File: config.mk
export PLATFORM = sky130hd
export DESIGN_NAME = regfile_wb_arbiter
export DESIGN_NICKNAME = d
export VERILOG_FILES = /design/src/rtl/regfile_wb_arbiter.sv
export SDC_FILE = /design/constraint.sdc
export NUM_CORES = 1
export LEC_CHECK = 0
export BUFFER_PORTS_ARGS = -buffer_cell sky130_fd_sc_hd__buf_2
export CORE_MARGIN = 3
export CORE_UTILIZATION = 49
export DETAILED_ROUTE_END_ITERATION = 16
export HOLD_SLACK_MARGIN = 0.06
export PLACE_DENSITY = 0.88
export SKIP_CTS_REPAIR_TIMING = 1
export SYNTH_ARGS = -nofsm -noshare
export SYNTH_HDL_FRONTEND = slang
export SYNTH_SLANG_ARGS = --single-unit
File: constraint.sdc
create_clock -name clk -period 2.1 [get_ports clk]
set_clock_uncertainty 0.05 [all_clocks]
set_input_delay 0.105 -clock clk [delete_from_list [all_inputs] [get_ports clk]]
set_output_delay 0.105 -clock clk [all_outputs]
set_load 0.01 [all_outputs]
File: src/rtl/regfile_wb_arbiter.sv
// Register-file writeback arbiter: round-robin share of the single write port
// between ALU and LSU, with a busy scoreboard for outstanding loads and RAW hazard flag.
module regfile_wb_arbiter #(
  parameter int DATA_W = 16,
  parameter int ADDR_W = 3,
  parameter int NREG   = 8
) (
  input  logic              clk,
  input  logic              rst_n,
  input  logic              alu_valid_i,
  input  logic [ADDR_W-1:0] alu_rd_i,
  input  logic [DATA_W-1:0] alu_data_i,
  output logic              alu_ready_o,
  input  logic              lsu_valid_i,
  input  logic [ADDR_W-1:0] lsu_rd_i,
  input  logic [DATA_W-1:0] lsu_data_i,
  output logic              lsu_ready_o,
  input  logic              iss_load_i,
  input  logic [ADDR_W-1:0] iss_rd_i,
  input  logic [ADDR_W-1:0] rs1_addr_i,
  input  logic [ADDR_W-1:0] rs2_addr_i,
  output logic              hazard_o,
  output logic              regw_en_o,
  output logic [ADDR_W-1:0] rd_addr_o,
  output logic [DATA_W-1:0] rd_data_o,
  output logic [NREG-1:0]   busy_o,
  output logic              err_o
);

  typedef enum logic {PTR_ALU, PTR_LSU} ptr_e;

  ptr_e              ptr_q, ptr_d;
  logic [NREG-1:0]   busy_q, busy_d;
  logic              err_q, err_d;
  logic              regw_en_q;
  logic [ADDR_W-1:0] rd_addr_q;
  logic [DATA_W-1:0] rd_data_q;

  logic alu_elig, lsu_elig, alu_gnt, lsu_gnt;
  logic lsu_clr, iss_set, iss_clr_same;

  // ALU waits behind a pending load to the same register (WAW ordering).
  assign alu_elig = alu_valid_i && !((alu_rd_i != '0) && busy_q[alu_rd_i]);
  assign lsu_elig = lsu_valid_i;

  // NOTE: every signal written in an always_comb gets a default first so no latch is inferred.
  always_comb begin
    alu_gnt = 1'b0;
    lsu_gnt = 1'b0;
    ptr_d   = ptr_q;
    if (alu_elig && lsu_elig) begin
      if (ptr_q == PTR_ALU) begin
        alu_gnt = 1'b1;
        ptr_d   = PTR_LSU;
      end else begin
        lsu_gnt = 1'b1;
        ptr_d   = PTR_ALU;
      end
    end else begin
      alu_gnt = alu_elig;
      lsu_gnt = lsu_elig;
    end
  end

  // No downstream backpressure: ready is simply the grant, held low in reset.
  assign alu_ready_o = alu_gnt && rst_n;
  assign lsu_ready_o = lsu_gnt && rst_n;

  assign lsu_clr      = lsu_gnt && (lsu_rd_i != '0);
  assign iss_set      = iss_load_i && (iss_rd_i != '0);
  assign iss_clr_same = lsu_clr && (lsu_rd_i == iss_rd_i);

  always_comb begin
    busy_d = busy_q;
    err_d  = err_q;
    if (lsu_clr) busy_d[lsu_rd_i] = 1'b0;
    if (iss_set) begin
      if (busy_q[iss_rd_i] && !iss_clr_same) err_d = 1'b1;
      busy_d[iss_rd_i] = 1'b1;
    end
    busy_d[0] = 1'b0;
  end

  // NOTE: sequential state uses non-blocking assignments so all flops update together.
  always_ff @(posedge clk or negedge rst_n) begin
    if (!rst_n) begin
      ptr_q     <= PTR_ALU;
      busy_q    <= '0;
      err_q     <= 1'b0;
      regw_en_q <= 1'b0;
      rd_addr_q <= '0;
      rd_data_q <= '0;
    end else begin
      ptr_q  <= ptr_d;
      busy_q <= busy_d;
      err_q  <= err_d;
      if (alu_gnt) begin
        regw_en_q <= (alu_rd_i != '0);
        rd_addr_q <= alu_rd_i;
        rd_data_q <= alu_data_i;
      end else if (lsu_gnt) begin
        regw_en_q <= (lsu_rd_i != '0);
        rd_addr_q <= lsu_rd_i;
        rd_data_q <= lsu_data_i;
      end else begin
        regw_en_q <= 1'b0;
      end
    end
  end

  // A staged write counts as not-yet-visible, just like a pending load.
  function automatic logic src_hazard(input logic [ADDR_W-1:0] rs);
    return (rs != '0) && (busy_q[rs] || (regw_en_q && (rd_addr_q == rs)));
  endfunction

  assign hazard_o  = src_hazard(rs1_addr_i) || src_hazard(rs2_addr_i);
  assign regw_en_o = regw_en_q;
  assign rd_addr_o = rd_addr_q;
  assign rd_data_o = rd_data_q;
  assign busy_o    = busy_q;
  assign err_o     = err_q;

endmodule

== Word level (Yosys, flattened, before mapping) ==
Index checks and enable logic that the tools add are counted.
Storage, ports and cells
  bits in writable memories: 0
  flip-flop bits (word level): 29
  bits in read-only memories: 0
  logic and storage cells: 70
  memories: 0
  output and inout bits: 32
  bits in latches: 0
  input port bits: 52
Cells by class
  reduce and logical (&&, ||, !) cells: 27
  add/sub/neg operators: 0
  eq/ne operators: 3
  mux-type cells: 24
  $mul: 0
  shifts and indexed selects: 0
  magnitude comparators: 7
  bitwise gates (word level): 3
  divide/modulo/power cells: 0
Operators with widths (count)
  $mux W16: 2
  $lt A3 B4 Y1 const B: 5
  $mux W8: 2
  $logic_and A1 B1 Y1: 15
  $reduce_bool A3 Y1: 5
  $bmux W1 S3: 4
  $mux W1: 12
  $eq A3 B3 Y1: 3
  $and A8 B8 Y8: 1
  $not A8 Y8: 1
  $or A8 B8 Y8: 1
  $demux W1 S3: 2
  $ge A3 B1 Y1 const B: 2
  $mux W3: 2
  $logic_or A1 B1 Y1: 3
  $logic_not A1 Y1: 2
  $reduce_and A2 Y1: 1
  $reduce_bool A2 Y1: 1

== Longest topological paths before layout ==
  word-level depth: 12
  mapped depth: 7

== Worst setup path before layout ==
Ideal clock, no wire load.
  kind: register -> register
  from: reg busy_q[7] (netlist: busy_o[7])
  to: reg busy_q[3] (netlist: busy_o[3])
  setup slack: 0.219 ns
  arrival: 1.709 ns
  stages on the path, launching flop included: 7
  path buffers: 1
  clock period less this slack: 1.881 ns
  data required time: 1.929 ns
  cells stage by stage: dfrtp_1 -> mux2i_1 -> mux4_2 -> a21oi_4 -> buf_6 -> nand4b_1 -> o2bb2ai_1
On the way
  word-level cells in the longest chain between the ends: 11
Ends and longest elaborated chain
  from (decl): line 33  | logic [NREG-1:0] busy_q, busy_d;
  from (signal assigned): line 95  | busy_q <= busy_d;
  $bmux W1 S3 (*): line 43  | assign alu_elig = alu_valid_i && !((alu_rd_i != '0) && busy_q[alu_rd_i]);
  $mux W1 (implied by the code) (*): line 43
  $logic_and A1 B1 Y1 (*): line 43
  $logic_not A1 Y1 (*): line 43
  $logic_and A1 B1 Y1 (*): line 43
  $logic_and A1 B1 Y1 (*): line 51  | if (alu_elig && lsu_elig) begin
  $mux W1 (*): line 51
  $logic_and A1 B1 Y1 (*): line 69  | assign lsu_clr = lsu_gnt && (lsu_rd_i != '0);
  $mux W8 (*): line 76  | if (lsu_clr) busy_d[lsu_rd_i] = 1'b0;
  $or A8 B8 Y8 (no source line)
  $mux W8 (*): line 77  | if (iss_set) begin
  named net busy_d[3]: line 33
The timed path passes the listed nets; every way through them passes the cells marked *. The select of a mux whose other input is x is not followed.
A chain may end at the register's enable or synchronous reset.

== Worst setup path after layout ==
  from: reg busy_q[3] (netlist: busy_o[3])
  to: out lsu_ready_o
On the way
  word-level cells in the longest chain between the ends: 8
Ends and longest elaborated chain
  $bmux W1 S3: line 43
  $mux W1 (implied by the code): line 43
  $logic_and A1 B1 Y1: line 43
  $logic_not A1 Y1: line 43
  $logic_and A1 B1 Y1: line 43
  $logic_and A1 B1 Y1: line 51
  $mux W1: line 51
  $logic_and A1 B1 Y1: line 67  | assign lsu_ready_o = lsu_gnt && rst_n;
  to (decl): line 17  | output logic lsu_ready_o,
No other way between the ends. The select of a mux whose other input is x is not followed.

==> results.json <==
{
  "wl_met2_um": 3151,
  "routedWlPerCell_um": 16.19,
  "synthTopCellsByCount": "dfrtp_1, inv_1, mux2i_1",
  "setup_viol": 0,
  "htree_levels": 2,
  "io_pins": 84,
  "maxCapViolCount": 0,
  "final_area_um2": 2879,
  "holdCritPathClass": "primary input to register",
  "fin_setup_tns_ns": 0,
  "synth_top_area_share": 0.3526,
  "synth_ff_type": "dfrtp_1",
  "die_width_um": 70.81,
  "vias": 2108,
  "io_buffers": 82,
  "worst-path-max-fanout": 8,
  "drive_gt1_frac": 0.4250,
  "fin_crit_ns": 2.080,
  "fin_cells": 368,
  "critPathKind": "register to primary output",
  "synth.most_common_cell": "dfrtp_1",
  "grt_pass1_vias": 1812,
  "cp-start-kind": "register",
  "clock_latency_ns": 0.27,
  "cts.sinks": 29,
  "sw_frac_of_total": 0.3644,
  "synth_area_leaders": "dfrtp_1, mux2i_1, a221oi_2",
  "first_iter_violations": 168,
  "initial_core_util": 0.5341,
  "synth_cell_types": 48,
  "num-nets-final": 371,
  "status": "finished clean",
  "period_share": 0.9907,
  "synth_fp_nets": 256,
  "net-switching-power_uw": 908.5,
  "fillCellCount": 266,
  "grt-ovfl-total": 0,
  "root_buffer": "clkbuf_8",
  "cts_max_path_buffers": 2,
  "ys_seq_elements": 29,
  "wl_um": 5958,
  "dr.max_layer_used": "met4",
  "synth_warnings": 0,
  "grt_pass1_wl_um": 8576,
  "synth-edff-count": 0,
  "syn_to_final_growth_pct": 39.88,
  "grt_max_degree": 38,
  "synth_seq_area_share": 0.3526,
  "rsz0062_at_grt": "yes",
  "synth_top_area_cell": "dfrtp_1",
  "critical_path_arrival_ns": 1.93,
  "remaining_drc_errors": 0,
  "fin_hold_ws_ns": 0.05229,
  "core_um2": 3854,
  "antenna_found_initial": 0,
  "end_kind": "primary output",
  "grt.total_usage": 0.2096,
  "place_congestion": 0.8785,
  "first_pass_iters": 4,
  "synthesis.area_um2": 2058,
  "clockPowerShare": 0.202,
  "cts_buffers": 5,
  "vias_per_cell": 5.728,
  "pwr-share-comb": 0.475,
  "cts_tree": "yes",
  "post-dp-hpwl_um": 4017,
  "seqPwrFrac": 0.323,
  "peakVddDrop_uv": 524.9,
  "drt-met1-wl_um": 2425,
  "drtAntennaViolNets": 0,
  "fmax_mhz": 480.7,
  "intPower_uw": 1584,
  "power.density_nw_per_um2": 865.9,
  "met3WireLength_um": 310,
  "die_h_um": 70.81,
  "required_ns": 1.95,
  "finalHoldViolations": 0,
  "fp.dieArea_um2": 5014,
  "placedCellCount": 328,
  "synth_cells": 204,
  "avgSynthCellArea_um2": 10.09,
  "leakage_uw": 0.001421,
  "rows": 22,
  "antenna_cells": 0,
  "drv_slew": 0,
  "ys_async_sr_fraction": 1.000,
  "placed_area_um2": 2464,
  "fin_util": 0.7471,
  "clkTransAtPathRegs_ns": 0.06
}
-- final cells by class --
class	count	area (µm²)	share of cell area
multi-input cells	136	1114	0.3868
clock buffers	7	96.34	0.03346
inverters	24	90.09	0.03129
clock inverters	1	5.005	0.001738
flip-flops and latches	29	725.7	0.2521
repair buffers	123	788.3	0.2738
well taps	48	60.06	0.02086
-- layer usage --
metal / global-route usage / up-vias
met5: 0 / -
met2: 0.3656 / 76
li1: - / 983
met3: 0.04688 / 8
met4: 0.04802 / 0
met1: 0.2646 / 1041
-- cells in the final DEF (no fill, tap or decap), types with 3 or more instances in the layout --
cell	count
dlygate4sd3_1	15
xnor2_1	5
buf_4	22
nand4b_1	3
a221oi_1	8
a221oi_2	9
mux4_2	3
clkbuf_8	7
buf_2	82
o2bb2ai_1	3
a32o_1	3
nand2_1	8
mux2i_1	20
inv_1	23
nor2b_1	3
o21ai_0	5
nor2_1	10
dfrtp_1	29
nor3_1	17
and2_1	3
-- registers in the layout, indices dropped and copies added (netlist names) --
signal,flops
err_o,1
busy_o,7
regw_en_o,1
rd_addr_o,3
ptr_q,1
rd_data_o,16
-- cell families after synthesis --
family	after synthesis	share of synthesized area
muxes	25	0.1410
AOI/OAI and AO/OA	49	0.2225
buffers and inverters	40	0.1118
and+or+nand+nor	53	0.1404
other	1	0.001822
DFF	29	0.3526
xor gates and xnor gates	7	0.02979
-- worst max-delay path: stages, from the launching register on --
cell and delay, ns:
dfrtp_1 0.40, mux2i_1 0.09, mux4_2 0.54, a21oi_4 0.29, and2_1 0.19, buf_2 0.13
-- path summary, 6_finish.rpt --
kind                               start            end  slack, ns  cells after the start
setup / recovery               busy_o[3]    lsu_ready_o       0.02                      5
hold / removal             lsu_data_i[6]   rd_data_o[6]       0.05                      3
setup reg to reg               busy_o[3]  rd_data_o[12]       0.10                      8
hold reg to reg                    err_o          err_o       0.55                      2
max in group asynchronous          rst_n   rd_addr_o[1]       1.21                      3
min in group asynchronous          rst_n  rd_data_o[12]       0.24                      2
-- power groups by stage --
| stage | Clock (µW) | Sequential (µW) | Combinational (µW) |
|---|---|---|---|
| 6_report | 503 | 805 | 1180 |
| 3_3_place_gp | 0 | 800 | 984 |
| 3_5_place_dp | 0 | 804 | 1010 |
| 2_1_floorplan | 0 | 872 | 615 |
| 5_1_grt | 530 | 823 | 1280 |
| 4_1_cts | 504 | 800 | 1020 |
-- stage by stage --
stage	total power, µW	setup slack (ns)
CTS	2320	-0.09957
global placement	1784	0.2025
detailed placement	1818	0.1353
finish	2493	0.01953
global route	2629	-0.07761
floorplan	1487	0.2192
No activity file was read; power rests on OpenSTA's default activity.
